===== src/rtl/cordic_acc_top.sv =====
// Avalon-MM FP32 accumulator: samples queue in a small FIFO and are summed into acc
// by a four-stage add FSM (align, add, normalise, round-to-nearest-even).
module cordic_acc_top #(
    parameter int unsigned FIFO_DEPTH = 4
) (
    input  logic        clk,
    input  logic        reset,
    input  logic        address,
    input  logic        write,
    input  logic [31:0] writedata,
    input  logic        read,
    output logic [31:0] readdata,
    output logic        waitrequest
);
    localparam int unsigned PW = (FIFO_DEPTH > 1) ? $clog2(FIFO_DEPTH) : 1;
    localparam int unsigned CW = PW + 1;
    localparam logic [31:0] QNAN = 32'h7FC0_0000;

    typedef enum logic [2:0] {StIdle, StAlign, StAdd, StNorm, StRound} state_e;

    state_e             state_q, state_d;
    logic [31:0]        fifo_mem_q [FIFO_DEPTH];
    logic [31:0]        fifo_mem_d [FIFO_DEPTH];
    logic [PW-1:0]      wr_ptr_q, wr_ptr_d, rd_ptr_q, rd_ptr_d;
    logic [CW-1:0]      count_q, count_d;
    logic [31:0]        readdata_q, readdata_d;
    logic [31:0]        acc_q, acc_d, x_q, x_d;
    logic               spec_q, spec_d, sign_q, sign_d, sub_q, sub_d;
    logic [31:0]        spec_val_q, spec_val_d;
    logic signed [9:0]  exp_q, exp_d;
    logic [26:0]        big_q, big_d, small_q, small_d, n_q, n_d;
    logic [27:0]        sum_q, sum_d;

    logic full, busy, push, pop, load, rd_ok;

    always_comb begin : bus_fifo
        full        = (count_q == CW'(FIFO_DEPTH));
        busy        = (count_q != '0) || (state_q != StIdle);
        push        = write && !address && !full;
        pop         = (state_q == StIdle) && (count_q != '0);
        load        = write && address && !busy;
        // A pending write always wins; a concurrent read simply does not complete.
        rd_ok       = read && !write && (!address || !busy);
        waitrequest = write ? (address ? busy : full) : (read && address && busy);
        fifo_mem_d  = fifo_mem_q;
        wr_ptr_d    = wr_ptr_q;
        rd_ptr_d    = rd_ptr_q;
        if (push) begin
            fifo_mem_d[wr_ptr_q] = writedata;
            wr_ptr_d             = wr_ptr_q + PW'(1);
        end
        if (pop) rd_ptr_d = rd_ptr_q + PW'(1);
        count_d    = count_q + CW'(push) - CW'(pop);
        readdata_d = readdata_q;
        if (rd_ok) readdata_d = address ? acc_q : {31'b0, busy};
    end

    assign readdata = readdata_d;

    function automatic logic [4:0] lzc27(input logic [26:0] v);
        lzc27 = 5'd0;
        for (int i = 0; i <= 26; i++) begin
            if (v[i]) lzc27 = 5'(26 - i);
        end
    endfunction

    logic [7:0]  a_exp, x_exp, diff;
    logic        a_nan, x_nan, a_inf, x_inf, a_zero, x_zero, a_big, big_sign, spec_v;
    logic [31:0] spec_r;
    logic [30:0] big_mag, small_mag;
    logic [26:0] big_m, small_full, small_m, mask;

    always_comb begin : align_stage
        a_exp  = acc_q[30:23];
        x_exp  = x_q[30:23];
        a_nan  = (a_exp == 8'hFF) && (acc_q[22:0] != '0);
        x_nan  = (x_exp == 8'hFF) && (x_q[22:0] != '0);
        a_inf  = (a_exp == 8'hFF) && (acc_q[22:0] == '0);
        x_inf  = (x_exp == 8'hFF) && (x_q[22:0] == '0);
        a_zero = (a_exp == 8'h00);
        x_zero = (x_exp == 8'h00);
        spec_v = 1'b1;
        spec_r = QNAN;
        if (a_nan || x_nan || (a_inf && x_inf && (acc_q[31] != x_q[31]))) spec_r = QNAN;
        else if (a_inf)              spec_r = acc_q;
        else if (x_inf)              spec_r = x_q;
        else if (a_zero && x_zero)   spec_r = {acc_q[31] & x_q[31], 31'b0};
        else if (a_zero)             spec_r = x_q;
        else if (x_zero)             spec_r = acc_q;
        else                         spec_v = 1'b0;
        a_big      = (acc_q[30:0] >= x_q[30:0]);
        big_mag    = a_big ? acc_q[30:0] : x_q[30:0];
        small_mag  = a_big ? x_q[30:0] : acc_q[30:0];
        big_sign   = a_big ? acc_q[31] : x_q[31];
        diff       = big_mag[30:23] - small_mag[30:23];
        big_m      = {1'b1, big_mag[22:0], 3'b000};
        small_full = {1'b1, small_mag[22:0], 3'b000};
        mask       = '0;
        if (diff >= 8'd27) begin
            small_m = 27'd1;
        end else begin
            mask       = (27'd1 << diff) - 27'd1;
            small_m    = small_full >> diff;
            small_m[0] = small_m[0] | (|(small_full & mask));
        end
    end

    logic [27:0]       sum_c;
    logic [4:0]        lz;
    logic [26:0]       norm_n;
    logic signed [9:0] norm_e, rnd_e;
    logic              rnd_up;
    logic [23:0]       rnd_f;
    logic [31:0]       result;

    always_comb begin : arith_stages
        sum_c = sub_q ? ({1'b0, big_q} - {1'b0, small_q}) : ({1'b0, big_q} + {1'b0, small_q});
        lz    = lzc27(sum_q[26:0]);
        if (sum_q[27]) begin
            norm_n = {sum_q[27:2], sum_q[1] | sum_q[0]};
            norm_e = exp_q + 10'sd1;
        end else begin
            norm_n = sum_q[26:0] << lz;
            norm_e = exp_q - $signed({5'b0, lz});
        end
        // n_q[26] is the hidden bit; it is clear only for an exact-zero sum.
        rnd_up = n_q[2] & (n_q[1] | n_q[0] | n_q[3]);
        rnd_f  = {1'b0, n_q[25:3]} + 24'(rnd_up);
        rnd_e  = exp_q + $signed({9'b0, rnd_f[23]});
        if (spec_q)                          result = spec_val_q;
        else if (!n_q[26] || exp_q < 10'sd1) result = '0;
        else if (rnd_e >= 10'sd255)          result = {sign_q, 8'hFF, 23'd0};
        else                                 result = {sign_q, rnd_e[7:0], rnd_f[22:0]};
    end

    always_comb begin : adder_fsm
        state_d    = state_q;
        x_d        = x_q;
        acc_d      = acc_q;
        spec_d     = spec_q;
        spec_val_d = spec_val_q;
        sign_d     = sign_q;
        sub_d      = sub_q;
        exp_d      = exp_q;
        big_d      = big_q;
        small_d    = small_q;
        sum_d      = sum_q;
        n_d        = n_q;
        case (state_q)
            StIdle: begin
                if (pop) begin
                    x_d     = fifo_mem_q[rd_ptr_q];
                    state_d = StAlign;
                end else if (load) begin
                    acc_d = writedata;
                end
            end
            StAlign: begin
                spec_d     = spec_v;
                spec_val_d = spec_r;
                sign_d     = big_sign;
                sub_d      = acc_q[31] ^ x_q[31];
                exp_d      = {2'b00, big_mag[30:23]};
                big_d      = big_m;
                small_d    = small_m;
                state_d    = StAdd;
            end
            StAdd: begin
                sum_d   = sum_c;
                state_d = StNorm;
            end
            StNorm: begin
                n_d     = norm_n;
                exp_d   = norm_e;
                state_d = StRound;
            end
            StRound: begin
                acc_d   = result;
                state_d = StIdle;
            end
            default: state_d = StIdle;
        endcase
    end

    always_ff @(posedge clk or posedge reset) begin
        if (reset) begin
            state_q    <= StIdle;
            fifo_mem_q <= '{default: '0};
            wr_ptr_q   <= '0;
            rd_ptr_q   <= '0;
            count_q    <= '0;
            readdata_q <= '0;
            acc_q      <= '0;
            x_q        <= '0;
            spec_q     <= 1'b0;
            spec_val_q <= '0;
            sign_q     <= 1'b0;
            sub_q      <= 1'b0;
            exp_q      <= '0;
            big_q      <= '0;
            small_q    <= '0;
            sum_q      <= '0;
            n_q        <= '0;
        end else begin
            state_q    <= state_d;
            fifo_mem_q <= fifo_mem_d;
            wr_ptr_q   <= wr_ptr_d;
            rd_ptr_q   <= rd_ptr_d;
            count_q    <= count_d;
            readdata_q <= readdata_d;
            acc_q      <= acc_d;
            x_q        <= x_d;
            spec_q     <= spec_d;
            spec_val_q <= spec_val_d;
            sign_q     <= sign_d;
            sub_q      <= sub_d;
            exp_q      <= exp_d;
            big_q      <= big_d;
            small_q    <= small_d;
            sum_q      <= sum_d;
            n_q        <= n_d;
        end
    end

endmodule


===== config.mk =====
export PLATFORM = sky130hd
export DESIGN_NAME = cordic_acc_top
export DESIGN_NICKNAME = d
export VERILOG_FILES = /design/src/rtl/cordic_acc_top.sv
export SDC_FILE = /design/constraint.sdc
export NUM_CORES = 1
export LEC_CHECK = 0
export CAP_MARGIN = 10
export CORE_MARGIN = 8
export CORE_UTILIZATION = 57
export DETAILED_ROUTE_END_ITERATION = 10
export PLACE_DENSITY = 0.78
export SYNTH_ARGS = -nofsm -noshare
export SYNTH_HDL_FRONTEND = slang
export SYNTH_SLANG_ARGS = --single-unit

===== constraint.sdc =====
create_clock -name clk -period 13.23 [get_ports clk]
set_input_delay 3.3075 -clock clk [delete_from_list [all_inputs] [get_ports clk]]
set_output_delay 3.3075 -clock clk [all_outputs]
set_load 0.02 [all_outputs]

---- Word-level counts from Yosys, hierarchy flattened ----
Cells that the tools add are included.
storage, ports and cells
  register bits ........................... 385
  bits of input ports ..................... 37
  word-level logic and storage cells ...... 169
cells by class
  add/subtract/negate cells ............... 12
  $lt $le $gt $ge ......................... 7
  equality and inequality tests ........... 11
  shift-type cells ........................ 3
  muxes and demuxes ....................... 65
  bitwise operators ....................... 10
  reduce and logical (&&, ||, !) cells .... 41
operators by type and width
  cell                     count
  $mux W32                 15
  $mux W5                  27
  $bwmux W128              1
  $mux W31                 3
  $bmux W32 S2             1
  $demux W32 S2            1
  $pmux W32 S2             1
  $mux W27                 2
  $logic_not A23 Y1        2
  $reduce_bool A23 Y1      2
  $ge A31 B31 Y1           1
  $add A27 B27 Y28         1
  $mux W28                 1
  $sub A27 B27 Y28         1
  $and A27 B27 Y27         1
  $reduce_or A27 Y1        1
  $shl A1 B8 Y27 const A   1
  $shl A27 B5 Y27          1
  $shr A27 B8 Y27          1
  $sub A27 B1 Y27 const B  1
  $add A23 B1 Y24          1
  $pmux W10 S2             1
  $logic_and A1 B1 Y1      17
  $eq A8 B8 Y1 const B     2
  33 further kinds         63

---- Longest topological paths before layout ----
  depth after elaboration ................. 30
  depth in mapped cells ................... 29
  gate-level depth less buffers ........... 26

---- Least setup slack after synthesis ----
Ideal clock, no wire load.
  path type ............................... input -> output
  start point ............................. in address
  end point ............................... out readdata[23]
  arrival time ............................ 4.501 ns
  slack ................................... 5.421 ns
  stages .................................. 5
  path buffers ............................ 2
  cell sequence ........................... clkbuf_1 > nand2_1 > nand3b_1 > clkbuf_1 > o21ai_0
between the ends
  word-level cells in the longest chain between the ends .. 4
  elaborated cells between the ends (all ways) .. 5
RTL lines
  what                 RTL line  text
  start, declared      8         input logic address,
  $logic_not A1 Y1     43        rd_ok = read && !write && (!address || !busy);
  $logic_or A1 B1 Y1   43
  $logic_and A1 B1 Y1  43
  $mux W32 (*)         55        if (rd_ok) readdata_d = address ? acc_q : {31'b0, busy};
  end, declared        12        output logic [31:0] readdata,
Every way passes the cells marked *; elsewhere a longest branch is shown, timed or not.

---- Final worst setup path ----
  start point ............................. in address
  end point ............................... out readdata[7]
The elaborated chain is that of the path after synthesis.

==> flow_summary.json <==
{
  "netlist.area_leader.share_pct": 39.2,
  "fmax_mhz": 108,
  "postLayoutCellArea_um2": 27100,
  "dp.cells": 3119,
  "gp_congestion": 0.953,
  "hold_violations": 0,
  "crit_path_end_kind": "output pin",
  "syn-cell-area_um2": 24500,
  "critPathTopFamily": "buffers and inverters",
  "drt_iter0_drc": 2232,
  "nets": 2761,
  "dpl_cell_area_um2": 25600,
  "cts_hold_buf": 0,
  "final_cells": 3198,
  "slowest_delay_ns": 0.70,
  "synth_cells": 2643,
  "synth-edff-count": 0,
  "postSynthNetCount": 2785,
  "hp-class": "flop to flop",
  "synth_top_family_by_area": "compound AO/OA/AOI/OAI gates",
  "synthArstFlopShare_pct": 100,
  "core_um2": 42800,
  "drv_cap": 0,
  "synth_mux_area_share_pct": 15.5,
  "startpoint_type": "input pin",
  "syn_to_final_growth_pct": 10.4,
  "yosys_warnings": 0,
  "gr-total-overflow": 0,
  "slew_violations": 0,
  "cts_resized": 0,
  "cts_buffers": 44,
  "io_buffer_count": 69,
  "first_pass_iters": 6,
  "crit_arrival_ns": 5.91,
  "clkLatencyLatePin_ns": 0.59,
  "path_clk_slew_ns": 0.05,
  "die_y_um": 224,
  "n_antenna_cell": 0,
  "tns_ns": 0,
  "finalWirelength_um": 75500,
  "synth_compound_area_share_pct": 18.7,
  "start_util_pct": 57.4,
  "yosys.area.top_type": "dfrtp_1",
  "cts-htree-levels": 2,
  "clock-root-buffer": "clkbuf_16",
  "grt_pass1_wl_um": 118000,
  "grt_pass1_vias": 20600,
  "cts_tree": "built",
  "postSynthAreaPerCell_um2": 9.29,
  "min_period_over_period_pct": 69.7,
  "setup_viol": 0,
  "whs_ns": 0.483,
  "synth.area.top_cells": "dfrtp_1, mux2_2, o21ai_0",
  "boundaryPins": 70,
  "dieArea_um2": 50000,
  "grt_start_max_net_pins": 160,
  "cp_cell_sequence": "clkdlybuf4s50_1, buf_4, nand2_1, nand3b_1, buf_4, nand2_1, o21ai_0, clkdlybuf4s50_1",
  "synth_seq_cells": 385,
  "synthAdderAreaFrac_pct": 5.44,
  "status": "completed",
  "hpwl_um": 53400,
  "synthSimpleGateAreaFrac_pct": 13.9,
  "crit_type": "input pin to output pin",
  "wl_per_cell_um": 23.6,
  "antenna_found_initial": 0,
  "worst_pin_slew_ns": 1.16,
  "rsz0062_at_grt": "no",
  "synth_flop_cell": "dfrtp_1",
  "yosysUniqueCellTypes": 86,
  "grt.total_usage_pct": 29.6,
  "drc_errors": 0,
  "die_x_um": 224,
  "vias": 21300,
  "cts_buffer_depth": 3,
  "synthXorXnorAreaFrac_pct": 2.53,
  "period_needed_ns": 9.22,
  "path_buf_inv": 4,
  "cts_setup_buffers": 0,
  "max_slew_margin_pct": 22.4,
  "drive_above_1_share_pct": 12.7,
  "fp-row-count": 76,
  "vias_per_cell": 6.65,
  "finClkSkew_ns": 0.0417,
  "ys_seq_area_share_pct": 39.2,
  "worstPathRequired_ns": 9.92,
  "path_max_fanout": 63,
  "ant_nets": 0,
  "clock-sinks": 385,
  "crit_slowest_cell": "clkdlybuf4s50_1"
}
-- cells in the final DEF, fill, tap and decap left out, types with 37 or more instances in the layout --
| master | instances |
|---|---|
| a31oi_1 | 37 |
| xnor2_1 | 47 |
| a22oi_1 | 38 |
| nand2_1 | 351 |
| inv_1 | 119 |
| mux2_2 | 145 |
| nor3_1 | 37 |
| nand3_1 | 48 |
| a21oi_1 | 155 |
| clkdlybuf4s50_1 | 69 |
| mux2i_1 | 92 |
| nor2_1 | 164 |
| mux4_2 | 56 |
| o21ai_0 | 266 |
| clkbuf_16 | 44 |
| ha_1 | 102 |
| dfrtp_1 | 383 |
-- per-layer routing --
metal  track usage, %  up-vias  share of wire (%)
li1                 -     9544                  -
met1             39.1    10500                 41
met2             48.3     1038                 47
met3             5.31      209                8.2
met4             11.7        0                3.9
met5                0        -                  0
-- cell usage after synthesis, types with 18 or more instances --
cell      count
dfrtp_1     385
nand2_1     352
o21ai_0     266
nor2_1      165
a21oi_1     155
mux2_2      145
clkbuf_1    136
inv_1       120
ha_1        102
mux2i_1      92
mux4_2       56
nand3_1      48
xnor2_1      48
a22oi_1      38
a31oi_1      37
nor3_1       37
a221oi_1     30
buf_1        30
nor4_1       25
and3_1       23
xor2_1       21
a211oi_1     20
nand4_1      20
o22ai_1      18
-- kinds of logic after synthesis --
| kind of cell | Yosys count |
|---|---|
| and+or+nand+nor | 762 |
| muxes | 293 |
| adders and majority gates | 105 |
| AOI/OAI and AO/OA | 732 |
| xor gates and xnor gates | 70 |
| buffers and inverters | 296 |
| DFF | 385 |
-- layout make-up --
class	count	area (um2)
clock inverter	25	349
fill	3413	15700
clock buffer	54	1180
tap	546	683
sequential	385	9640
inverter	122	462
timing repair buffer	104	966
multi-input combinational	1962	13800
-- worst paths after layout --
path | cells past startpoint | start | slack (ns) | end
setup / recovery | 8 | address | 4.01 | readdata[7]
hold / removal | 2 | spec_val_q[6] | 0.48 | spec_val_q[6]
setup reg to reg | 16 | acc_q[11] | 6.74 | small_q[0]
hold reg to reg | 2 | spec_val_q[6] | 0.48 | spec_val_q[6]
max in group asynchronous | 4 | reset | 8.27 | fifo_mem_q[103]
min in group asynchronous | 3 | reset | 3.35 | wr_ptr_q[0]
-- worst min-delay path, cell delays in order, from the launching register on --
cell	delay [ns]
dfrtp_1	0.34
nand2_1	0.05
o21ai_0	0.06
-- state kept, by name, indices dropped and copies added, names as in the netlist, 2 cells and up --
signal / count
readdata_q: 32
spec_val_q: 32
n_q: 27
exp_q: 10
wr_ptr_q: 2
big_q: 24
count_q: 3
rd_ptr_q: 2
small_q: 27
fifo_mem_q: 128
x_q: 32
sum_q: 28
acc_q: 32
state_q: 3
-- per-stage QoR --
step                      utilization [%]  setup slack [ns]
after detailed placement             59.8              4.02
final                                63.3              4.01
after global routing                 63.3              3.83
after CTS                            63.3              4.04
after floorplan                         -              4.75
after global placement               59.8              4.20
Power is left out: the tool's default activity adds up to more than one toggle a clock period on the data nets, which glitch-free logic cannot reach.
